## src/rtl/dds_ctrl_pkg.sv

```systemverilog
// Shared state, mode and direction encodings for the DDS frequency-sweep sequencer.
package dds_ctrl_pkg;

  typedef enum logic [1:0] {
    IDLE   = 2'd0,
    RUN    = 2'd1,
    FINISH = 2'd2
  } state_e;

  localparam logic [1:0] MODE_SINGLE = 2'b00;
  localparam logic [1:0] MODE_CONT   = 2'b01;
  localparam logic [1:0] MODE_TRI    = 2'b10;

  localparam logic DIR_UP   = 1'b0;
  localparam logic DIR_DOWN = 1'b1;

endpackage

```

## src/rtl/dds_dwell_timer.sv

```systemverilog
// Loadable dwell down-counter; expire is a registered flag that is high in the
// last cycle of each max(dwell,1)-cycle dwell.
module dds_dwell_timer #(
  parameter int unsigned DWELL_W = 16
) (
  input  logic               clk,
  input  logic               rst,
  input  logic               load,
  input  logic [DWELL_W-1:0] dwell,
  output logic               expire
);

  logic [DWELL_W-1:0] cnt_q;
  logic [DWELL_W-1:0] cnt_d;

  always_comb begin
    cnt_d = cnt_q;
    if (load) begin
      cnt_d = (dwell == '0) ? DWELL_W'(1) : dwell;
    end else if (cnt_q != '0) begin
      cnt_d = cnt_q - DWELL_W'(1);
    end
  end

  // expire is registered from the next count so it lines up with cnt_q == 1
  always_ff @(posedge clk or negedge rst) begin
    if (!rst) begin
      cnt_q  <= '0;
      expire <= 1'b0;
    end else begin
      cnt_q  <= cnt_d;
      expire <= (cnt_d == DWELL_W'(1));
    end
  end

endmodule

```

## src/rtl/dds_sweep_ctrl.sv

```systemverilog
// Frequency-sweep sequencer: steps the DDS tuning word from f_start to f_stop
// in single, continuous-wrap or triangle mode with a programmable dwell.
module dds_sweep_ctrl
  import dds_ctrl_pkg::*;
#(
  parameter int unsigned FTW_W   = 8,
  parameter int unsigned DWELL_W = 16
) (
  input  logic               clk,
  input  logic               rst,
  input  logic               start,
  input  logic               stop_req,
  input  logic [1:0]         mode,
  input  logic [FTW_W-1:0]   f_start,
  input  logic [FTW_W-1:0]   f_stop,
  input  logic [FTW_W-1:0]   f_step,
  input  logic [DWELL_W-1:0] dwell,
  output logic [FTW_W-1:0]   ftw_out,
  output logic               dds_en,
  output logic               ftw_valid,
  output logic               busy,
  output logic               done,
  output logic               err
);

  state_e             state_q, state_d;
  logic               dir_q, dir_d;
  logic [FTW_W-1:0]   ftw_d;
  logic               valid_d, busy_d, done_d, err_d;
  logic [1:0]         mode_q;
  logic [FTW_W-1:0]   fstart_q, fstop_q, fstep_q;
  logic [DWELL_W-1:0] dwell_q;
  logic               accept_c, load_c, expire_c;
  logic [DWELL_W-1:0] dwell_sel_c;
  logic [FTW_W:0]     up_sum_c, dn_diff_c;
  logic [FTW_W-1:0]   up_val_c, dn_val_c;

  assign accept_c    = (state_q == IDLE) && start && (f_start <= f_stop);
  assign dwell_sel_c = accept_c ? dwell : dwell_q;

  dds_dwell_timer #(.DWELL_W(DWELL_W)) u_dwell (
    .clk    (clk),
    .rst    (rst),
    .load   (load_c),
    .dwell  (dwell_sel_c),
    .expire (expire_c)
  );

  // Candidate next words, computed one bit wide to catch carry and borrow
  always_comb begin
    up_sum_c  = {1'b0, ftw_out} + {1'b0, fstep_q};
    dn_diff_c = {1'b0, ftw_out} - {1'b0, fstep_q};
    up_val_c  = (up_sum_c > {1'b0, fstop_q}) ? fstop_q : up_sum_c[FTW_W-1:0];
    dn_val_c  = (dn_diff_c[FTW_W] || (dn_diff_c[FTW_W-1:0] < fstart_q))
              ? fstart_q : dn_diff_c[FTW_W-1:0];
  end

  always_comb begin
    state_d = state_q;
    dir_d   = dir_q;
    ftw_d   = ftw_out;
    err_d   = 1'b0;
    case (state_q)
      IDLE: begin
        if (accept_c) begin
          state_d = RUN;
          ftw_d   = f_start;
          dir_d   = DIR_UP;
        end else if (start) begin
          err_d = 1'b1;
        end
      end
      RUN: begin
        if (stop_req) begin
          state_d = FINISH;
        end else if (expire_c) begin
          if (dir_q == DIR_UP) begin
            if (ftw_out == fstop_q) begin
              case (mode_q)
                MODE_CONT: ftw_d = fstart_q;
                MODE_TRI: begin
                  dir_d = DIR_DOWN;
                  ftw_d = dn_val_c;
                end
                default:   state_d = FINISH;
              endcase
            end else if ((mode_q == MODE_SINGLE) && (fstep_q == '0)) begin
              state_d = FINISH;
            end else begin
              ftw_d = up_val_c;
            end
          end else if (ftw_out == fstart_q) begin
            dir_d = DIR_UP;
            ftw_d = up_val_c;
          end else begin
            ftw_d = dn_val_c;
          end
        end
      end
      FINISH:  state_d = IDLE;
      default: state_d = IDLE;
    endcase
    load_c  = accept_c || ((state_q == RUN) && expire_c && (state_d == RUN));
    valid_d = accept_c || ((state_q == RUN) && (state_d == RUN) && (ftw_d != ftw_out));
    busy_d  = (state_d == RUN);
    done_d  = (state_d == FINISH);
  end

  always_ff @(posedge clk or negedge rst) begin
    if (!rst) begin
      state_q   <= IDLE;
      dir_q     <= DIR_UP;
      ftw_out   <= '0;
      ftw_valid <= 1'b0;
      busy      <= 1'b0;
      dds_en    <= 1'b0;
      done      <= 1'b0;
      err       <= 1'b0;
    end else begin
      state_q   <= state_d;
      dir_q     <= dir_d;
      ftw_out   <= ftw_d;
      ftw_valid <= valid_d;
      busy      <= busy_d;
      dds_en    <= busy_d;
      done      <= done_d;
      err       <= err_d;
    end
  end

  // Sweep configuration is frozen from the accepted start until the next one
  always_ff @(posedge clk or negedge rst) begin
    if (!rst) begin
      mode_q   <= MODE_SINGLE;
      fstart_q <= '0;
      fstop_q  <= '0;
      fstep_q  <= '0;
      dwell_q  <= '0;
    end else if (accept_c) begin
      mode_q   <= (mode == 2'b11) ? MODE_SINGLE : mode;
      fstart_q <= f_start;
      fstop_q  <= f_stop;
      fstep_q  <= f_step;
      dwell_q  <= dwell;
    end
  end

endmodule

```

## config.mk

```make
export PLATFORM = sky130hd
export DESIGN_NAME = dds_sweep_ctrl
export DESIGN_NICKNAME = d
export VERILOG_FILES = /design/src/rtl/dds_ctrl_pkg.sv /design/src/rtl/dds_dwell_timer.sv /design/src/rtl/dds_sweep_ctrl.sv
export SDC_FILE = /design/constraint.sdc
export NUM_CORES = 1
export LEC_CHECK = 0
export BUFFER_PORTS_ARGS = -buffer_cell sky130_fd_sc_hd__buf_2
export CAP_MARGIN = 20
export CORE_MARGIN = 1
export CORE_UTILIZATION = 65
export DETAILED_ROUTE_END_ITERATION = 10
export HOLD_SLACK_MARGIN = 0.15
export PLACE_DENSITY = 0.84
export SLEW_MARGIN = 10
export SYNTH_ARGS = -nofsm -noshare
export SYNTH_HDL_FRONTEND = slang
export SYNTH_SLANG_ARGS = --single-unit
```

## constraint.sdc

```tcl
create_clock -name clk -period 11.6 [get_ports clk]
set_input_delay 2.32 -clock clk [delete_from_list [all_inputs] [get_ports clk]]
set_output_delay 2.32 -clock clk [all_outputs]
set_load 0.01 [all_outputs]
```

==> results of run 1 <==
placed cells by master (no fill, tap or decap), drive strengths merged, types with 4 or more instances in the layout:
| cell type | synthesis | final |
|---|---|---|
| nand2 | 97 | 97 |
| dfrtp | 74 | 74 |
| buf | 19 | 59 |
| inv | 55 | 55 |
| o21ai | 53 | 53 |
| nor2 | 47 | 47 |
| a21oi | 45 | 45 |
| ha | 44 | 44 |
| xor2 | 35 | 35 |
| nor3 | 24 | 24 |
| nand3 | 16 | 16 |
| mux2i | 14 | 14 |
| nor4 | 14 | 14 |
| a21o | 12 | 12 |
| clkbuf | 13 | 12 |
| nand4 | 11 | 11 |
| nor2b | 9 | 9 |
| a31oi | 9 | 9 |
| mux2 | 9 | 9 |
| o211ai | 8 | 8 |
| a211oi | 7 | 7 |
| nand2b | 7 | 7 |
| o21a | 6 | 6 |
| and3 | 6 | 6 |
| xnor2 | 5 | 5 |
| nand3b | 5 | 5 |
| o21bai | 4 | 4 |
| a211o | 4 | 4 |
| or3 | 4 | 4 |
| or4 | 4 | 4 |
final cells by class:
| type | count | area [um^2] | area share [%] |
|---|---|---|---|
| multi-input cells | 548 | 3720 | 58.1 |
| flip-flops and latches | 74 | 1850 | 28.9 |
| repair buffers | 59 | 300 | 4.69 |
| inverters | 55 | 206 | 3.23 |
| clock buffers | 12 | 145 | 2.27 |
| well taps | 108 | 135 | 2.11 |
| clock inverters | 3 | 40.0 | 0.626 |
tightest hold or removal path, delay by kind of cell (launching register included):
| kind | cells | cell delay, ps |
|---|---|---|
| DFF | 1 | 330 |
| and+or+nand+nor | 2 | 130 |
kinds of logic after synthesis:
family | synth area share (%)
buf+inv | 6.48
fa+ha+maj | 9.93
flops | 31.1
compound gates | 20.0
simple gates | 22.3
xor+xnor | 5.89
mux | 4.27
worst min-delay path by stage:
stage	end	slack (ps)	depth (start not counted)	startpoint
2_1_floorplan	dwell_q[0]$_DFF_PN0_	440	2	dwell_q[0]$_DFF_PN0_
3_3_place_gp	dwell_q[0]$_DFF_PN0_	470	2	dwell_q[0]$_DFF_PN0_
3_5_place_dp	dwell_q[0]$_DFF_PN0_	470	2	dwell_q[0]$_DFF_PN0_
4_1_cts	dwell_q[0]$_DFF_PN0_	490	2	dwell_q[0]$_DFF_PN0_
5_1_grt	dwell_q[0]$_DFF_PN0_	550	2	dwell_q[0]$_DFF_PN0_
6_report	dwell_q[0]$_DFF_PN0_	490	2	dwell_q[0]$_DFF_PN0_
through the flow:
stage	util [%]	power, W
2_1_floorplan	-	0.00157
3_3_place_gp	70.6	0.00189
3_5_place_dp	70.6	0.00195
4_1_cts	72.7	0.00215
5_1_grt	72.7	0.00237
6_report	72.7	0.00219
synth_stat cells, drive strengths merged (8+ instances only):
master  instances
inv            55
buf            19
o21ai          53
a31oi           9
nor2           47
nor2b           9
a21o           12
nand3          16
mux2i          14
nor4           14
nand2          97
xor2           35
nand4          11
ha             44
nor3           24
a21oi          45
dfrtp          74
clkbuf         13
o211ai          8
mux2            9
metal layers:
layer	share of wire [%]	GRT usage, %	up-vias	wire (um)
met5	0	0	-	0
met4	4.6	19.0	0	789
met3	7.8	5.83	59	1360
met2	46	61.3	288	7920
met1	42	51.3	2690	7240
li1	-	-	2589	-
sequential cells by signal (all words and copies together) (netlist names):
signal,count
ftw_valid,1
u_dwell.expire,1
ftw_out,8
dwell_q,16
dir_q,1
u_dwell.cnt_q,16
fstop_q,8
fstep_q,8
mode_q,2
done,1
busy,1
fstart_q,8
err,1
state_q,2
where the power goes:
part	internal, W	switching, W
clock	0.000104	0.0000936
sequential	0.000359	0.000149
combinational	0.000567	0.000922
==> out/results.txt, run 1 <==
VDD sags by at most 0.165 mV. The final-report hold violation count was 0; the number of enable flip-flop cells after synthesis was 0. Along the worst path, the maximum fanout reaches 39. The final layout contains 839 nets. Setup repair after global routing left no endpoint under its margin.

In this run the critical register-to-register path is launched from ftw_out[2]$_DFF_PN0_. The ratio of cells with drive above 1 in the final layout is 14.9%, and the via count normalized by instance count is 6.55. The synthesized area per cell is 8.39 um^2, and the share of the clock period used by the worst path after layout is 46.5%. The post-synthesis instance total came out at 709. At the pin with the least slew margin, the transition time is 940 ps.

For the setup-violating endpoint count in the final report, the log shows 0. The depth of the worst register-to-register path works out to 16. Walking the worst path, the cells encountered are buf_2 > inv_1 > ha_1 > nand3_1 > nor3_1 > o21bai_1 > nor2_4 > buf_4 > mux2i_1 > nand4_1 > nor4_1 > nor3_1 > a21oi_1 > and4_1.

The floorplan has 34 rows. In this run the tightest slew margin relative to its limit is 37.3%. Final critical delay including setup and external delays: 5390 ps. TritonCTS created 9 clock buffers. Entering global routing, the biggest net connects 75 pins.

After routing, the total negative slack on setup checks comes to 0 ps. After clock tree synthesis, the clock-pin slew on the worst setup and hold paths is 70 ps. Following the worst setup path forward leads to its endpoint at u_dwell.expire$_DFF_PN0_. At the later pin of the worst-skew pair, clock insertion delay measures 350 ps. The biggest area contributor in the post-synthesis netlist is dfrtp_1. Root cell of the clock tree: clkbuf_8.

Global routing consumed, over all layers together, 38.5% of the routing resources. The checks that failed: design-rule violations. STA classifies the critical path startpoint as an input pin.

The first global-routing pass estimated 28600 um of wire. Top flip-flop cell by instance count after synthesis: dfrtp_1. The run gives 859 as the filler-free cell count of the finished design. The final routed wirelength across all metal layers was 17300 um; the remaining routing DRC violations was 6. Once detail routing completed, the nets flagged for antenna violations numbered 0. Static leakage power: 2.97 nW. The worst setup path is captured at a flop. The endpoint identified for the worst register-to-register timing path is ftw_valid$_DFF_PN0_. The most used cell along the critical path is nor3_1. The setup skew after layout is 13.9 ps, and the clock sink count is 74. After synthesis the cells add up to 5950 um^2. The post-route cell area was 6400 um^2; the quantity of hold-fixing buffers added after cts was 0. The critical path runs through a total of 14 cells. TritonCTS built the clock tree. The logs give 13300 um for the total half-perimeter wirelength after legalization and detailed placement and 5670 ps for the arrival time at the worst endpoint.

Die span in y: 97.7 um. After detailed placement, the design holds a cell count of 844. The achievable clock frequency was 185 MHz. The number of nets handed over by synthesis was 801.

In this run the cell area measured after placement is 6210 um^2. Synthesis inferred 74 register bits. The initial antenna violation count was 0; the number of primary I/O pins was 59.

For this configuration, the core starts out at a cell density of 67.6%. The total overflow reported by the global router is 0, and the critical path buffer and inverter count is 3. For the number of library cell types mapped by synthesis, the log shows 86. The die area came out at 9540 um^2. Buffers added to address setup during post-CTS repair amount to 0. The tools report the launching element of the worst setup path as f_stop[6]. On the final layout, the worst hold slack is 491 ps. The worst path meets setup with 6210 ps of slack. The core region is 8810 um^2. The worst register-to-register path has a setup slack of 6270 ps.

The required time reported for the critical path endpoint came out at 11880 ps. The flow ran to the end, but the final reports show violations. The critical path's top delay family is simple AND/OR/NAND/NOR gates. Once the clock tree was built, the resizer swapped 0 gates to a different size. The run gives 5597 as the via count of the first global-routing pass. Measured along the x axis, the die boundary spans 97.7 um. The count of buffers from port buffering was 58; the post-synthesis async set-or-reset flop share was 100%.

The max-slew violation count is 0, and the average routed wire per standard cell is 20.2 um. The routed layout has 5626 vias. The tools report the DRC marker count from the first detailed-route iteration as 523. The H-tree generated during clock tree synthesis spans 3 levels.

The pre-antenna-repair detailed-routing pass consisted of 9 iterations. The run gives 0 as the antenna diode instance count. For this run, the slowest stage of the critical path takes 580 ps. After filler insertion, the fill cell instance count of the layout stands at 705. At the end of routability-driven placement, the weighted congestion stood at 0.977. The count of maximum capacitance violations came out at 0. For this design the ratio of total power to cell area is 343 nW/um^2. The cell with the largest stage delay on the worst path is nor2_4.

The setup path with the least slack is of type input pin to flop. Summed over its instances, the top area cell type makes up 31.1% of the synthesized netlist area. Yosys printed 0 warnings.

The path class of the lowest-slack min-delay path was flop to flop. Proportion of synthesized chip area in sequential cells: 31.1%. The maximum clock insertion buffer count was 2; the minimum setup slack after placement was 5850 ps. Yosys attributes the largest share of cell area to dfrtp_1, ha_1, nand2_1, xor2_1, o21ai_0. The area growth from synthesis to layout is 7.55%.
(Power assumes the default switching activity.)
==> run 2, diff against run 1 <==
--- a/config.mk
+++ b/config.mk
@@ -8,10 +8,10 @@
 export BUFFER_PORTS_ARGS = -buffer_cell sky130_fd_sc_hd__buf_2
 export CAP_MARGIN = 20
 export CORE_MARGIN = 1
-export CORE_UTILIZATION = 65
+export CORE_UTILIZATION = 61
 export DETAILED_ROUTE_END_ITERATION = 10
 export HOLD_SLACK_MARGIN = 0.15
-export PLACE_DENSITY = 0.84
+export PLACE_DENSITY = 0.79
 export SLEW_MARGIN = 10
 export SYNTH_ARGS = -nofsm -noshare
 export SYNTH_HDL_FRONTEND = slang
==> constraint.sdc (replaced) <==
create_clock -name clk -period 5.5 [get_ports clk]
set_input_delay 1.1 -clock clk [delete_from_list [all_inputs] [get_ports clk]]
set_output_delay 1.1 -clock clk [all_outputs]
set_load 0.01 [all_outputs]
==> out/results.txt, run 2 (synthesis results as in run 1) <==
The tree is rooted in a clkbuf_8. The capture point of the worst reg-to-reg path is ftw_valid$_DFF_PN0_. Across the run, the number of max-cap violations was 0.

The die span in y was 101 um; the placeable core region was 9330 um^2. On the critical path, the stage with the largest delay is an instance of dfrtp_1. The wire-length estimate of the detail-placed layout is 13600 um.

The logs give 28600 um for the global-route wire length before repair and 2 for the maximum clock insertion buffer count. In this run the tightest slew margin relative to its limit is 29.5%. Along the worst hold path, the cell count comes to 2. The critical path buffer and inverter count was 2.

In this run the horizontal extent of the chip is 101 um. Compared with the post-synthesis result, the final layout area differs by 9.11%. In the layout the commonest cells are nand2_1, dfrtp_1, buf_2.

In the final layout, the multi-input gates occupy 3720 um^2. The antenna violation net count after detailed routing was 0. The internal power of the cells totals 0.00222 W. Dividing the detail-routed via count by the number of cells gives 6.30. The path class of the lowest-slack min-delay path was flop to flop.

The most frequent standard cell in the layout excluding fill and tap cells is nand2_1. The register share of total power is 21.8%, and the count of buffers from port buffering is 58. The largest registers in the layout are dwell_q x16, u_dwell.cnt_q x16. For the final-report hold violation count, the log shows 0. The max-slew violation count is 0, and the post-route cell area is 6490 um^2.

Routability-driven placement finished with a final weighted congestion of 1.01. Counting I/O delays and the setup requirement, the final critical path takes 4870 ps. The startpoint identified for the worst register-to-register timing path is ftw_out[0]$_DFF_PN0_.

For the setup-violating endpoint count in the final report, the log shows 0. The worst hold path terminates at dwell_q[0]$_DFF_PN0_. The pin slew with the least headroom to its limit came out at 1060 ps. The via count of the first global-routing pass was 5497; the ratio of total power to cell area was 716 nW/um^2. The number of resized instances in the post-cts repair step is 0, and the worst-case vdd ir drop is 0.461 mV.

TritonCTS built the clock tree. The average routed wire per standard cell was 20.1 um; the total number of vias was 5577. Net switching is 52.2% of the power.

The H-tree was split into 3 levels. The run gives 0 as the initial antenna violation count. The number of placement rows was 35; the setup skew after layout was 13.2 ps.

The clock sink count was 74. The run gives 758 as the layout filler cell count. The largest fanout of any net on the critical path is 9, and the largest stage delay on the critical path is 510 ps. After detailed routing, the number of remaining DRC violations is 0. Combinational logic is responsible for 68.0% of the overall power. The ratio of cells with drive above 1 in the final layout works out to 15.7%. The logs give 9 for the number of buffers inserted during clock tree synthesis and 0 for the number of buffers added for setup after CTS. STA classifies the critical path startpoint as a flop.

Clock-pin slew was measured on the worst setup and hold paths at 90 ps. The signal on the critical path passes through inv_1 > ha_1 > inv_1 > fa_1 > a211oi_1 > o21a_1 > o21bai_1 > xor2_1 > ha_1 > and4_1 > o21ai_1 > o221ai_2 > nand2_1 > a211oi_1 > a221o_1 > o211ai_1 > and3_1 > o31ai_1 > nand4_1. The DRC marker count from the first detailed-route iteration is 465, and the insertion delay to the later sink of the worst-skew pair is 360 ps. The flow ran to the end, and the final reports show no timing, DRC or antenna violations. The tools report the final sum of negative setup slack as 0 ps. The share of total power dissipated in the clock network is 10.2%. Setup slack on the critical path of the routed design comes to 626 ps. The minimum setup slack after placement was 783 ps; the number of primary I/O pins was 59. The critical path is of the flop to flop type. The share of the clock period used by the worst path after layout is 88.6%, and the total overflow reported by the global router is 0. The iteration count of the initial detailed-routing pass was 5. Setup repair after global routing left no endpoint under its margin.

Buffers inserted to repair hold after CTS numbered 0. The worst hold path begins at dwell_q[0]$_DFF_PN0_. Based on the critical path, the design can be clocked at up to 205 MHz. The area of placed instances is 6280 um^2, and the starting density of the core is 63.8%. The die area was 10200 um^2; the depth of the worst register-to-register path was 19. The required time reported for the critical path endpoint came out at 5710 ps. The worst setup path is captured at a flop. The tools report the aggregate global-route resource usage as 37.4%. Entering global routing, the biggest net connects 75 pins.

0 antenna diodes ended up in the layout. The arrival time at the worst endpoint was 5090 ps. The net count of the finished layout is 844.

The critical path's top delay family was compound AO/OA/AOI/OAI gates. In this run the static leakage power is 3.00 nW. For the final routed wirelength across all metal layers, the log shows 17800 um.

Across the whole layout, storage elements account for 1850 um^2. The analysis attributes to net switching a power of 0.00243 W. Across all register-to-register paths, the minimum setup slack is 630 ps.
[run 2: cell count changes in the layout (fill, tap and decap cells not counted)]
| cell | change |
|---|---|
| clkbuf_8 | -1 |
| clkbuf_1 | -2 |
| clkinv_2 | -1 |
| buf_4 | +5 |
| bufinv_16 | +1 |
| inv_6 | +2 |
| clkinvlp_4 | +1 |
[run 2: power by group through the flow]
stage | clock network [W] | registers, W | logic (W)
floorplan | 0 | 0.000946 | 0.00237
global placement | 0 | 0.00100 | 0.00298
detailed placement | 0 | 0.00101 | 0.00306
CTS | 0.000483 | 0.00100 | 0.00309
global route | 0.000500 | 0.00104 | 0.00350
finish | 0.000476 | 0.00101 | 0.00316
[run 2: layout make-up]
cell class,count,share of cell area [%]
Timing Repair Buffer,64,5.20
Sequential cell,74,28.5
Multi-Input combinational cell,548,57.3
Clock buffer,9,1.91
Inverter,55,3.18
Clock inverter,6,1.39
Tap cell,129,2.49
[run 2: how the worst max path moves through the flow]
| stage | start | endpoint | slack, ps | depth (start not counted) |
|---|---|---|---|---|
| finish | ftw_out[0]$_DFF_PN0_ | ftw_valid$_DFF_PN0_ | 630 | 19 |
| global route | ftw_out[2]$_DFF_PN0_ | ftw_valid$_DFF_PN0_ | 300 | 16 |
| CTS | ftw_out[2]$_DFF_PN0_ | ftw_valid$_DFF_PN0_ | 740 | 16 |
| detailed placement | ftw_out[2]$_DFF_PN0_ | ftw_valid$_DFF_PN0_ | 780 | 16 |
| global placement | ftw_out[0]$_DFF_PN0_ | ftw_valid$_DFF_PN0_ | 970 | 19 |
| floorplan | ftw_out[0]$_DFF_PN0_ | ftw_valid$_DFF_PN0_ | 1280 | 20 |
[run 2: metal layers]
metal,GRT usage (%),routed length (um),up-vias,part of all wire [%]
met2,60.6,8390,271,47
met3,7.21,1360,73,7.6
met4,20.2,824,0,4.6
met1,47.2,7260,2642,41
met5,0,0,-,0
li1,-,-,2591,-
[run 2: tightest hold or removal path, delay by kind of cell, from the launching register on]
kind	cells	cell delay (ps)
and+or+nand+nor	2	140
DFF	1	320
[run 2: per-stage QoR]
step | power, W | instances | hold WS (ps) | util [%]
CTS | 0.00458 | 885 | 502 | 69.6
finish | 0.00465 | 885 | 508 | 69.6
global route | 0.00503 | 885 | 536 | 69.6
floorplan | 0.00332 | 709 | 442 | -
detailed placement | 0.00407 | 870 | 482 | 67.3
global placement | 0.00398 | 870 | 471 | 67.3
